$ cat src/rtl/fft_pkg.sv
// Shared helpers for the generic FFT stage: address rotation, twiddle
// indexing and Q-format twiddle word generation.
package fft_pkg;

  function automatic int unsigned clog2(input int unsigned v);
    int unsigned r;
    r = 0;
    while ((32'd1 << r) < v) r++;
    return r;
  endfunction

  // Left-rotate the low w bits of v by r positions.
  function automatic int unsigned rotl(input int unsigned v, input int unsigned r,
                                       input int unsigned w);
    if (r == 0) return v;
    return ((v << r) | (v >> (w - r))) & ((32'd1 << w) - 1);
  endfunction

  function automatic int unsigned tw_idx(input int unsigned rp, input int unsigned stage,
                                         input int unsigned n);
    return (rp << stage) & (n / 2 - 1);
  endfunction

  // W_N^k as cos (imag=0) or -sin (imag=1), rounded and saturated to Q(q).
  function automatic int coef_q(input int unsigned k, input int unsigned n,
                                input int unsigned q, input bit imag);
    real x, term, sum, v;
    int  r, lim;
    x = 6.283185307179586 * real'(k) / real'(n);
    if (imag) begin
      term = x;
      sum  = x;
      for (int unsigned i = 1; i < 24; i++) begin
        term = -term * x * x / real'((2 * i) * (2 * i + 1));
        sum  = sum + term;
      end
      sum = -sum;
    end else begin
      term = 1.0;
      sum  = 1.0;
      for (int unsigned i = 1; i < 24; i++) begin
        term = -term * x * x / real'((2 * i - 1) * (2 * i));
        sum  = sum + term;
      end
    end
    lim = 1 << q;
    v   = sum * real'(lim);
    r   = $rtoi((v >= 0.0) ? v + 0.5 : v - 0.5);
    if (r > lim - 1) r = lim - 1;
    if (r < -lim) r = -lim;
    return r;
  endfunction

endpackage

$ cat src/rtl/fft_stage_reorder_rom.sv
// Twiddle coefficient ROM, N/2 words of W_N^k, registered read with enable.
module fft_twiddle_rom
  import fft_pkg::*;
#(
  parameter int    N              = 8,
  parameter int    Q_COEF         = 15,
  parameter string COEF_REAL_FILE = "real.mem",
  parameter string COEF_IMAG_FILE = "imag.mem"
) (
  input  logic                     clk,
  input  logic                     reset,
  input  logic                     en,
  input  logic [clog2(N)-2:0]      addr,
  output logic signed [Q_COEF:0]   coef_real,
  output logic signed [Q_COEF:0]   coef_imag
);

  logic signed [Q_COEF:0] tab_re [N/2];
  logic signed [Q_COEF:0] tab_im [N/2];

  // Table contents are derived from W_N^k directly; the file names only have
  // to be present so existing overrides still elaborate.
  if (COEF_REAL_FILE == "" || COEF_IMAG_FILE == "") begin : g_bad_files
    $error("fft_twiddle_rom: coefficient file parameters must be non-empty");
  end

  for (genvar k = 0; k < N / 2; k++) begin : g_tab
    assign tab_re[k] = (Q_COEF+1)'(coef_q(k, N, Q_COEF, 1'b0));
    assign tab_im[k] = (Q_COEF+1)'(coef_q(k, N, Q_COEF, 1'b1));
  end

  always_ff @(posedge clk or posedge reset) begin
    if (reset) begin
      coef_real <= '0;
      coef_imag <= '0;
    end else if (en) begin
      coef_real <= tab_re[addr];
      coef_imag <= tab_im[addr];
    end
  end

endmodule

$ cat src/rtl/fft_stage_reorder.sv
// Generic FFT stage front-end: ping-pong reorder buffer feeding butterfly
// operand pairs plus the matching twiddle coefficient.
module fft_stage_reorder
  import fft_pkg::*;
#(
  parameter int    N              = 8,
  parameter int    ROT            = 1,
  parameter int    STAGE          = 0,
  parameter int    Q_DATA         = 15,
  parameter int    Q_COEF         = 15,
  parameter string COEF_REAL_FILE = "real.mem",
  parameter string COEF_IMAG_FILE = "imag.mem"
) (
  input  logic                   clk,
  input  logic                   reset,
  input  logic                   in_valid,
  output logic                   in_ready,
  input  logic                   in_last,
  input  logic signed [Q_DATA:0] in_real_0,
  input  logic signed [Q_DATA:0] in_imag_0,
  input  logic signed [Q_DATA:0] in_real_1,
  input  logic signed [Q_DATA:0] in_imag_1,
  output logic                   out_valid,
  input  logic                   out_ready,
  output logic                   out_last,
  output logic signed [Q_DATA:0] out_real_0,
  output logic signed [Q_DATA:0] out_imag_0,
  output logic signed [Q_DATA:0] out_real_1,
  output logic signed [Q_DATA:0] out_imag_1,
  output logic signed [Q_COEF:0] coeff_out_real,
  output logic signed [Q_COEF:0] coeff_out_imag,
  output logic                   err_sync
);

  localparam int AW = clog2(N);
  localparam int PW = AW - 1;
  localparam int DW = Q_DATA + 1;

  logic [1:0]      full, full_nxt;
  logic            wb, rb;
  logic [PW-1:0]   wp, rp;
  logic [2*DW-1:0] mem [2*N];
  logic            accept, wr_last, load, rd_last;
  logic [AW-1:0]   wa0, wa1;
  logic [2*DW-1:0] rd0, rd1;

  assign in_ready = !reset && !full[wb];
  assign accept   = in_valid && in_ready;
  assign wr_last  = (wp == PW'(N/2 - 1));
  assign wa0      = AW'(rotl(32'({wp, 1'b0}), ROT, AW));
  assign wa1      = AW'(rotl(32'({wp, 1'b1}), ROT, AW));

  always_ff @(posedge clk) begin
    if (accept) begin
      mem[{wb, wa0}] <= {in_real_0, in_imag_0};
      mem[{wb, wa1}] <= {in_real_1, in_imag_1};
    end
  end

  // A read only targets a full bank, never the bank being written.
  assign rd0     = mem[{rb, rp, 1'b0}];
  assign rd1     = mem[{rb, rp, 1'b1}];
  assign load    = full[rb] && (!out_valid || out_ready);
  assign rd_last = (rp == PW'(N/2 - 1));

  always_comb begin
    full_nxt = full;
    if (accept && wr_last) full_nxt[wb] = 1'b1;
    if (load && rd_last)   full_nxt[rb] = 1'b0;
  end

  always_ff @(posedge clk or posedge reset) begin
    if (reset) begin
      full     <= '0;
      wb       <= 1'b0;
      rb       <= 1'b0;
      wp       <= '0;
      rp       <= '0;
      err_sync <= 1'b0;
    end else begin
      full <= full_nxt;
      if (accept) begin
        wp <= wr_last ? '0 : wp + 1'b1;
        if (wr_last) wb <= ~wb;
        if (in_last != wr_last) err_sync <= 1'b1;
      end
      if (load) begin
        rp <= rd_last ? '0 : rp + 1'b1;
        if (rd_last) rb <= ~rb;
      end
    end
  end

  always_ff @(posedge clk or posedge reset) begin
    if (reset) begin
      out_valid  <= 1'b0;
      out_last   <= 1'b0;
      out_real_0 <= '0;
      out_imag_0 <= '0;
      out_real_1 <= '0;
      out_imag_1 <= '0;
    end else if (load) begin
      out_valid  <= 1'b1;
      out_last   <= rd_last;
      out_real_0 <= rd0[2*DW-1:DW];
      out_imag_0 <= rd0[DW-1:0];
      out_real_1 <= rd1[2*DW-1:DW];
      out_imag_1 <= rd1[DW-1:0];
    end else if (out_ready) begin
      out_valid <= 1'b0;
    end
  end

  fft_twiddle_rom #(
    .N              (N),
    .Q_COEF         (Q_COEF),
    .COEF_REAL_FILE (COEF_REAL_FILE),
    .COEF_IMAG_FILE (COEF_IMAG_FILE)
  ) u_rom (
    .clk       (clk),
    .reset     (reset),
    .en        (load),
    .addr      ((AW-1)'(tw_idx(32'(rp), STAGE, N))),
    .coef_real (coeff_out_real),
    .coef_imag (coeff_out_imag)
  );

endmodule
$ cat config.mk
export PLATFORM = sky130hd
export DESIGN_NAME = fft_stage_reorder
export DESIGN_NICKNAME = d
export VERILOG_FILES = /design/src/rtl/fft_pkg.sv /design/src/rtl/fft_stage_reorder_rom.sv /design/src/rtl/fft_stage_reorder.sv
export SDC_FILE = /design/constraint.sdc
export NUM_CORES = 1
export LEC_CHECK = 0
export ABC_AREA = 1
export CAP_MARGIN = 20
export CORE_MARGIN = 1.5
export CORE_UTILIZATION = 40
export DETAILED_ROUTE_END_ITERATION = 16
export GPL_TIMING_DRIVEN = 0
export PLACE_DENSITY_LB_ADDON = 0.05
export SLEW_MARGIN = 20
export SYNTH_ARGS = -nofsm -noshare
export SYNTH_HDL_FRONTEND = slang
export SYNTH_SLANG_ARGS = --single-unit
export TNS_END_PERCENT = 1
$ cat constraint.sdc
create_clock -name clk -period 6.1 [get_ports clk]
set_input_delay 0.61 -clock clk [delete_from_list [all_inputs] [get_ports clk]]
set_output_delay 0.61 -clock clk [all_outputs]
set_load 0.02 [all_outputs]
==> out/metrics.yaml, run 1 <==
detailed_routing:
  drtPass1Iterations: 5
  num_vias: 17020
  post_drt_wl_per_cell_um: 20.91
  ant_nets: 0
  route.met2.wl_um: 34460
  drc: 0
  wl_met1_um: 33470
  drt_iter0_markers: 1336
  wl_met3_um: 4324
  topRoutingLayerUsed: "met4"
  finalWirelength_um: 74060
  via_per_inst: 4.807
timing:
  worst-slew-pin-transition_ps: 931.3
  whs_ps: 394.0
  rsz0062_at_grt: "no"
  drv_slew: 0
  fmax_mhz: 277.7
  period_share_pct: 59.03
  finalCriticalPeriod_ps: 3601
  maxSlewHeadroom_pct: 37.91
  finalWorstSetupSlack_ps: 2499
  hold_viol: 0
  setup_viol_count_final: 0
  skew_ps: 21.48
yosys:
  synth_commonest_cells: "nand2_1 (790), edfxtp_1 (512), inv_1 (392)"
  synth_top_area_share_pct: 61.52
  yosysWarningCount: 0
  synth_flop_cell: "edfxtp_1"
  ys_types: 26
  ys_ff_latch: 593
  yosysSeqAreaShare_pct: 69.63
  postSynthCellCount: 2346
  async_reset_ff_share_pct: 13.66
  yosys.cell_count.top_type: "nand2_1"
  netlist_area_um2: 24990
  synth_enable_flop_cells: 512
  yosysTopAreaCell: "edfxtp_1"
  synth_area_leaders: "edfxtp_1 (62%), nand2_1 (12%), dfrtp_1 (8.1%), nand3_1 (7.7%), inv_1 (5.9%)"
  syn_area_per_cell_um2: 10.65
worst_setup_path:
  endpoint_kind: "flop"
  cp-start-kind: "input port"
  criticalPathCategory: "input port to flop"
  cp_max_fo: 49
  worstPathRequired_ps: 6390
  arrival_ps: 3890
placed_design:
  place_hpwl_um: 49580
  dp_slack_ps: 1812
  numPortBuffers: 162
  placed_cell_area_um2: 28320
  gp_congestion: 0.7955
clocking:
  numCtsBuffers: 66
  clock_latency_ps: 600
  clkTransAtPathRegs_ps: 60
  clockBufferDepth: 3
  ctsResizeCount: 0
  cts_setup_buffers: 0
  cts_hold_buf: 0
  cts_tree: "yes"
  clock-sinks: 593
  clock_tree.root_cell: "clkbuf_16"
  h-tree-depth: 3
grt:
  grt_max_degree: 50
  gr-total-overflow: 0
  first_global_vias: 16420
  grt_pass1_wl_um: 108700
  grt_usage_pct: 23.61
  antenna_found_initial: 0
layout:
  final_nets: 2725
  fin_area_um2: 30510
  antenna_cells: 0
  layout-drive-gt1-share_pct: 11.39
  fill_cells: 5743
  final_core_util_pct: 49.44
  area_growth_pct: 22.10
pwr:
  irDropWorstVdd_v: 0.0002618
  p_leak_nw: 13.31
  finalPower_w: 0.01478
  powerDensity_nw_per_um2: 484.3
worst_hold_path:
  hold_class: "input port to async pin"
floorplan:
  top_level_ports: 169
  die_x_um: 253.0
  rows: 91
  initial_core_util_pct: 40.50
  dieArea_um2: 63980
  design.core.area_um2: 61710
  die_h_um: 253.0
run:
  drv_cap: 0
outcome:
  status: "completed"
sequential cells by signal, summed over array words and instances, names as in the netlist:
signal / flops
out_valid: 1
out_imag_0: 16
rp: 2
full: 2
out_imag_1: 16
u_rom.coef_imag: 2
mem: 512
u_rom.coef_real: 4
out_real_0: 16
wp: 2
err_sync: 1
out_real_1: 16
rb: 1
wb: 1
out_last: 1
final timing paths:
kind / end / slack, ps / start / cells after the start
worst max-delay path: mem[5][14] / 2500 / reset / 13
worst min-delay path: out_valid / 390 / reset / 2
worst max register to register: mem[5][14] / 3130 / wb / 11
worst min register to register: out_real_0[10] / 480 / out_real_0[10] / 2
max in group asynchronous: out_imag_0[15] / 5080 / reset / 3
min in group clk: out_real_0[10] / 480 / out_real_0[10] / 2
metal layers:
layer	vias up	GRT usage (%)
met5	-	0
met4	0	7.511
met3	120	3.803
met2	522	37.74
met1	8245	33.00
li1	8136	-
cell families after synthesis:
kind of cell | synth area share [%]
compound gates | 0.2804
xor+xnor | 0.07011
simple gates | 20.01
buf+inv | 9.743
fa+ha+maj | 0.2503
flops | 69.63
other cells | 0.01501
layout by cell type, fill, tap and decap left out, types with 27 or more instances in the layout:
cell	n
nand2_1	790
edfxtp_1	512
inv_1	391
nand3_1	386
clkdlybuf4s50_1	162
buf_4	97
dfrtp_1	81
clkbuf_16	72
buf_2	63
buf_6	38
clkbuf_1	27
stage by stage:
stage	TNS, ps	std cells
global route	0	3541
detailed placement	0	3420
CTS	0	3541
finish	0	3541
global placement	-3768020	3350
floorplan	-1003240	2351
report_power, final:
part	internal (W)	leakage [nW]	total (W)	switching, W
Clock	0.00243	1.08	0.00403	0.00160
Combinational	0.00188	6.64	0.00565	0.00377
Sequential	0.00488	5.60	0.00509	0.000210
Total	0.00919	13.3	0.0148	0.00558
worst max-delay path: stages:
cell and delay (ps):
clkdlybuf4s50_1 470, inv_6 320, buf_16 290, nand2_1 130, nor2_4 150, nand2_2 100
buf_6 160, nor3_2 520, buf_4 310, buf_4 220, buf_6 170, buf_4 190
buf_4 220
area by class of cell:
type / count / area [um2] / share of cell area [%]
Tap cell: 837 / 1047 / 3.432
Buffer: 141 / 949.7 / 3.112
Inverter: 395 / 1490 / 4.884
Clock inverter: 22 / 202.7 / 0.6643
Multi-Input combinational cell: 1222 / 5213 / 17.08
Sequential cell: 593 / 17400 / 57.03
Clock buffer: 99 / 1993 / 6.532
Timing Repair Buffer: 232 / 2216 / 7.262
Power figures use the tool's default switching activity.
==> inputs of run 2 (changes only) <==
==> constraint.sdc (replaced) <==
create_clock -name clk -period 3.1 [get_ports clk]
set_input_delay 0.31 -clock clk [delete_from_list [all_inputs] [get_ports clk]]
set_output_delay 0.31 -clock clk [all_outputs]
set_load 0.02 [all_outputs]
==> run 2 against run 1 <==
Sequential power up 96%. First-iteration DRC count is 5.1% higher. Register-to-register slack got worse by 2800 ps. Sequential share of layout area decreased by 0.15 points. Global-route usage shrank 0.095 points. Final cell count fell by 0.65%. Routed wire length hardly changed. Critical endpoint is now mem[1][14]. Power up 95%. Combinational power is 98% higher. Clock power increased by 89%. Setup slack got worse by 2200 ps. Core utilization increased by 0.13 points.
==> out/metrics.yaml, run 2 (synthesis gave the netlist of run 1 again) <==
worst_setup_path:
  max_stage_delay_ps: 590  # +70 ps
  crit_buf_inv: 5  # -4
  path_delay_family: "simple AND/OR/NAND/NOR gates"
  rr_worst_depth: 10  # -1
  criticalPathCategory: "flop to flop"
  crit_slowest_cell: "nor3_4"
  cp_max_fo: 14  # -71%
  rrSetupSlack_ps: 310  # -2820 ps
  crit_path_cell_trace: "nand2_1, nand2_2, nor2_4, nand2_2, buf_6, nor3_4, buf_8, buf_16, buf_8, buf_6"
  endpoint_kind: "flop"
  cp.depth: 10  # -3
  arrival_ps: 3080  # -810 ps
  cp-start-kind: "flop"
  worstPathRequired_ps: 3390  # -3000 ps
placed_design:
  place_hpwl_um: 48860  # -1.5%
  gp_congestion: 0.7887  # -0.85%
  placed_cell_area_um2: 28480  # +0.56%
  dp_slack_ps: -244.3  # -2056 ps
  dp.cells: 3395  # -0.73%
  numPortBuffers: 162  # unchanged
timing:
  skew_ps: 25.64  # +4.162 ps
  worst-slew-pin-transition_ps: 994.3  # +63.02 ps
  hold_viol: 0  # unchanged
  rsz0062_at_grt: "no"
  period_share_pct: 89.91
  maxSlewHeadroom_pct: 33.71  # -4.2 points
  drv_slew: 0  # unchanged
  whs_ps: 117.7  # -276.2 ps
  fmax_mhz: 358.8
  setup_viol_count_final: 0  # unchanged
  finalWorstSetupSlack_ps: 312.8  # -2186 ps
  finalCriticalPeriod_ps: 2787
floorplan:
  rows: 91  # unchanged
  die_h_um: 253.0  # unchanged
  initial_core_util_pct: 40.50  # unchanged
  top_level_ports: 169  # unchanged
  dieArea_um2: 63980  # unchanged
  design.core.area_um2: 61710  # unchanged
  die_x_um: 253.0  # unchanged
grt:
  grt_max_degree: 31  # -38%
  antenna_found_initial: 2  # +2
  gr-total-overflow: 0  # unchanged
  grt_pass1_wl_um: 108400  # -0.34%
  grt_usage_pct: 23.51  # -0.095 points
  first_global_vias: 16250  # -1.0%
worst_hold_path:
  hold_class: "input port to async pin"
layout:
  largest_reg_flops: 512  # unchanged
  final_nets: 2702  # -0.84%
  area_growth_pct: 22.43
  most-common-layout-cells: "nand2_1 (789), edfxtp_1 (512), inv_1 (391)"
  layout-drive-gt1-share_pct: 10.71  # -0.68 points
  final_common_cell: "nand2_1"
  fin_area_um2: 30600  # +0.27%
  stdcell_count: 3518  # -0.65%
  largest-register: "mem"
  final_core_util_pct: 49.58  # +0.13 points
clocking:
  clock-sinks: 593  # unchanged
  clock_latency_ps: 600  # about the same
  cts_tree: "yes"
  cts_setup_buffers: 0  # unchanged
  h-tree-depth: 3  # unchanged
  clock_tree.root_cell: "clkbuf_16"
  clockBufferDepth: 3  # unchanged
  numCtsBuffers: 67  # +1.5%
  clkTransAtPathRegs_ps: 60  # about the same
pwr:
  p_leak_nw: 13.26  # -0.38%
  irDropWorstVdd_v: 0.0005240  # +100%
  powerDensity_nw_per_um2: 943.6  # +95%
detailed_routing:
  drc: 0  # unchanged
  drtPass1Iterations: 5  # unchanged
  drt_iter0_markers: 1404  # +5.1%
  post_drt_wl_per_cell_um: 21.03  # +0.57%
  ant_nets: 0  # unchanged
  finalWirelength_um: 74000  # about the same
  via_per_inst: 4.828  # +0.42%
  num_vias: 16980  # -0.23%
run:
  drv_cap: 0  # unchanged
outcome:
  status: "completed"
-- run 2: cell count changes in the layout (fill, tap and decap cells not counted), sizes merged, moves of 3 or more --
cell,change
buf,-25
clkbuf,-3
clkinv,+6
bufinv,-3
-- run 2: repair_timing --
item	4_1_cts	5_1_grt
resized for setup	0	0
hold endpoints to repair	1	0
hold buffers	1	0
-- run 2: worst min-delay path, cell delays in order --
cell	delay, ps
clkdlybuf4s50_1	440
clkinvlp_4	110
buf_12	210
-- run 2: through the flow --
step                power, W  setup TNS (ps)
finish               0.02887               0
global route         0.03043               0
CTS                  0.02908               0
detailed placement   0.02143           -5174
global placement     0.02121        -1554450
floorplan            0.01653         -364060
-- run 2: layout make-up --
class	instances	area, um2
fillers	5709	31120
flip-flops and latches	593	17400
multi-input cells	1222	5265
repair buffers	208	2333
clock buffers	96	1962
inverters	395	1489
well taps	837	1047
plain buffers	141	949.7
clock inverters	25	145.1
diodes	1	2.502
-- run 2: report_power, final --
part	internal [W]	switching, W
clock network	0.00448	0.00314
logic	0.00373	0.00747
registers	0.00961	0.000429
-- run 2: metal layers --
metal	wire length, um	vias up	part of all wire, %	track usage (%)
met5	0	-	0	0
met4	1425	0	1.9	6.689
met3	4049	88	5.5	3.135
met2	34210	536	46	36.98
met1	34310	8274	46	34.13
li1	-	8086	-	-
-- run 2: final timing paths --
check / from / to
worst max-delay path: wb / mem[1][14]
worst min-delay path: reset / u_rom.coef_real[14]
worst max register to register: wb / mem[1][14]
worst min register to register: out_real_0[0] / out_real_0[0]
max in group asynchronous: reset / err_sync
min in group clk: out_ready / out_valid
==> inputs of run 3 (changes only) <==
--- a/config.mk
+++ b/config.mk
@@ -8,7 +8,7 @@
 export ABC_AREA = 1
 export CAP_MARGIN = 20
 export CORE_MARGIN = 1.5
-export CORE_UTILIZATION = 40
+export CORE_UTILIZATION = 53
 export DETAILED_ROUTE_END_ITERATION = 16
 export GPL_TIMING_DRIVEN = 0
 export PLACE_DENSITY_LB_ADDON = 0.05
==> run 3 against run 2 <==
Routed wire length fell by 7.5%. Combinational power barely moved. Sequential cell count did not move. Setup slack gained 60 ps. Clock skew is 3.3 ps lower. Maximum frequency grew 2.2%. Core utilization rose by 15 points. Sequential power about the same. Power is 1.6% lower. Final cell count shrank 6.9%. Critical endpoint is now mem[2][15]. Largest cell class unchanged.
==> out/metrics.yaml, run 3 (synthesis gave the netlist of run 1 again) <==
outcome:
  status: "completed"
worst_setup_path:
  crit_buf_inv: 6  # +1
  startpoint: "reset"
  crit_slowest_cell: "nor3_4"
  cp_max_fo: 27  # +13
  cp.depth: 10  # unchanged
  criticalPathCategory: "input port to flop"
  cp-start-kind: "input port"
  rrSetupSlack_ps: 470  # +160 ps
  crit_path_cell_trace: "clkdlybuf4s50_1, clkinvlp_4, nand2_2, nor2_4, nand2_2, buf_6, nor3_4, buf_8, buf_8, buf_6"
  worstPathRequired_ps: 3410  # +20 ps
  regToRegStartpoint: "wb"
  endpoint_kind: "flop"
  r2r-end: "mem[2][15]"
  endpoint: "mem[2][15]"
  rr_worst_depth: 9  # -1
  path_delay_family: "buffers and inverters"
  arrival_ps: 3040  # -40 ps
  max_stage_delay_ps: 560  # -30 ps
timing:
  maxSlewHeadroom_pct: 44.48  # +11 points
  fmax_mhz: 366.7  # +2.2%
  finalWorstSetupSlack_ps: 372.6  # +59.86 ps
  drv_slew: 0  # unchanged
  skew_ps: 22.31  # -3.336 ps
  rsz0062_at_grt: "no"
  hold_viol: 0  # unchanged
  whs_ps: 129.4  # +11.69 ps
  worst-slew-pin-transition_ps: 832.8  # -161.5 ps
  setup_viol_count_final: 0  # unchanged
  finalCriticalPeriod_ps: 2727  # -59.86 ps
  period_share_pct: 87.98  # -1.9 points
clocking:
  cts_setup_buffers: 0  # unchanged
  ctsResizeCount: 0  # unchanged
  clockBufferDepth: 3  # unchanged
  cts_tree: "yes"
  clock-sinks: 593  # unchanged
  clock_tree.root_cell: "clkbuf_16"
  h-tree-depth: 2  # -1
  cts_hold_buf: 0  # -1
  clock_latency_ps: 630  # +30 ps
  numCtsBuffers: 60  # -10%
  clkTransAtPathRegs_ps: 60  # about the same
run:
  drv_cap: 0  # unchanged
layout:
  area_growth_pct: 20.57
  final_common_cell: "nand2_1"
  antenna_cells: 0  # -1
  fill_cells: 3614  # -37%
  final_nets: 2691  # -0.41%
  largest_reg_flops: 512  # unchanged
  most-common-layout-cells: "nand2_1 (789), edfxtp_1 (512), inv_1 (391)"
  layout-drive-gt1-share_pct: 10.30  # -0.41 points
  largest-register: "mem"
pwr:
  comb_power_share_pct: 38.7  # about the same
  powerDensity_nw_per_um2: 943.0  # about the same
  pwr-share-clk_pct: 26.0  # -0.4 points
  irDropWorstVdd_v: 0.0006928  # +32%
  p_sw_w: 0.01074  # -2.8%
  netSwitchingFraction_pct: 37.80  # -0.46 points
  pwr-share-seq_pct: 35.3  # +0.5 points
  p_leak_nw: 13.17  # -0.71%
  intPower_w: 0.01767  # -0.85%
floorplan:
  initial_core_util_pct: 53.68  # +13 points
  dieArea_um2: 48460  # -24%
  die_h_um: 220.1  # -13%
  rows: 79  # -13%
  top_level_ports: 169  # unchanged
  design.core.area_um2: 46560  # -25%
  die_x_um: 220.1  # -13%
grt:
  first_global_vias: 16550  # +1.8%
  grt_pass1_wl_um: 101100  # -6.7%
  grt_max_degree: 31  # unchanged
  gr-total-overflow: 0  # unchanged
  antenna_found_initial: 0  # -2
  grt_usage_pct: 28.85  # +5.3 points
worst_hold_path:
  hold_class: "input port to async pin"
detailed_routing:
  finalWirelength_um: 68480  # -7.5%
  ant_nets: 0  # unchanged
  post_drt_wl_per_cell_um: 20.90  # -0.62%
  drtPass1Iterations: 5  # unchanged
  via_per_inst: 5.324  # +10%
  drt_iter0_markers: 1967  # +40%
  num_vias: 17440  # +2.7%
  drc: 0  # unchanged
placed_design:
  numPortBuffers: 162  # unchanged
  place_hpwl_um: 45000  # -7.9%
  gp_congestion: 0.8304  # +5.3%
  dp_slack_ps: -315.6  # -71.29 ps
run 3: cell types whose count changed in the layout (fill, tap and decap cells not counted), sizes merged:
| cell | change |
|---|---|
| bufinv | +7 |
| dlygate4sd3 | -1 |
| clkbuf | -18 |
| diode | -1 |
| buf | -3 |
| clkinv | +2 |
| inv | +2 |
run 3: how the worst min path moves through the flow:
stage               slack [ps]  cells after the start            endpoint          from
global route               190                      2            err_sync         reset
floorplan                  410                      0           mem[0][0]  in_imag_0[0]
global placement           460                      1            err_sync      err_sync
detailed placement         460                      1            err_sync      err_sync
finish                     130                      2            err_sync         reset
CTS                        130                      2  u_rom.coef_real[0]         reset
run 3: per-layer routing:
metal | up-vias | global-route usage, % | wire, um | part of all wire (%)
li1 | 8059 | - | - | -
met1 | 8372 | 41.02 | 28460 | 42
met2 | 884 | 45.99 | 31570 | 46
met3 | 127 | 4.014 | 6397 | 9.3
met4 | 0 | 10.02 | 2059 | 3.0
met5 | - | 0 | 0 | 0
run 3: power by group through the flow:
stage / clock, W / combinational (W) / sequential, W
5_1_grt: 0.00773 / 0.0119 / 0.0101
3_3_place_gp: 0 / 0.0106 / 0.0102
4_1_cts: 0.00743 / 0.0110 / 0.0100
3_5_place_dp: 0 / 0.0109 / 0.0102
2_1_floorplan: 0 / 0.00581 / 0.0107
6_report: 0.00738 / 0.0110 / 0.0100
run 3: layout make-up:
class                      count  area, um2  area share (%)
sequential                   593      17400           57.76
multi-input combinational   1222       5265           17.47
timing repair buffer         204       2268           7.529
clock buffer                  78       1620           5.378
inverter                     395       1489           4.942
buffer                       141      949.7           3.152
tap                          607      759.5           2.521
clock inverter                36      376.6           1.250
run 3: through the flow:
stage          area, um2   TNS, ps  utilization, %  total power, W  std cells
4_1_cts            30130         0           64.72         0.02844       3276
2_1_floorplan      25110   -364060               -         0.01653       2351
5_1_grt            30130         0           64.72         0.02972       3276
6_report           30130         0           64.72         0.02841       3276
3_5_place_dp       28130    -29700           60.43         0.02110       3162
3_3_place_gp       27490  -1454260           59.04         0.02083       3120
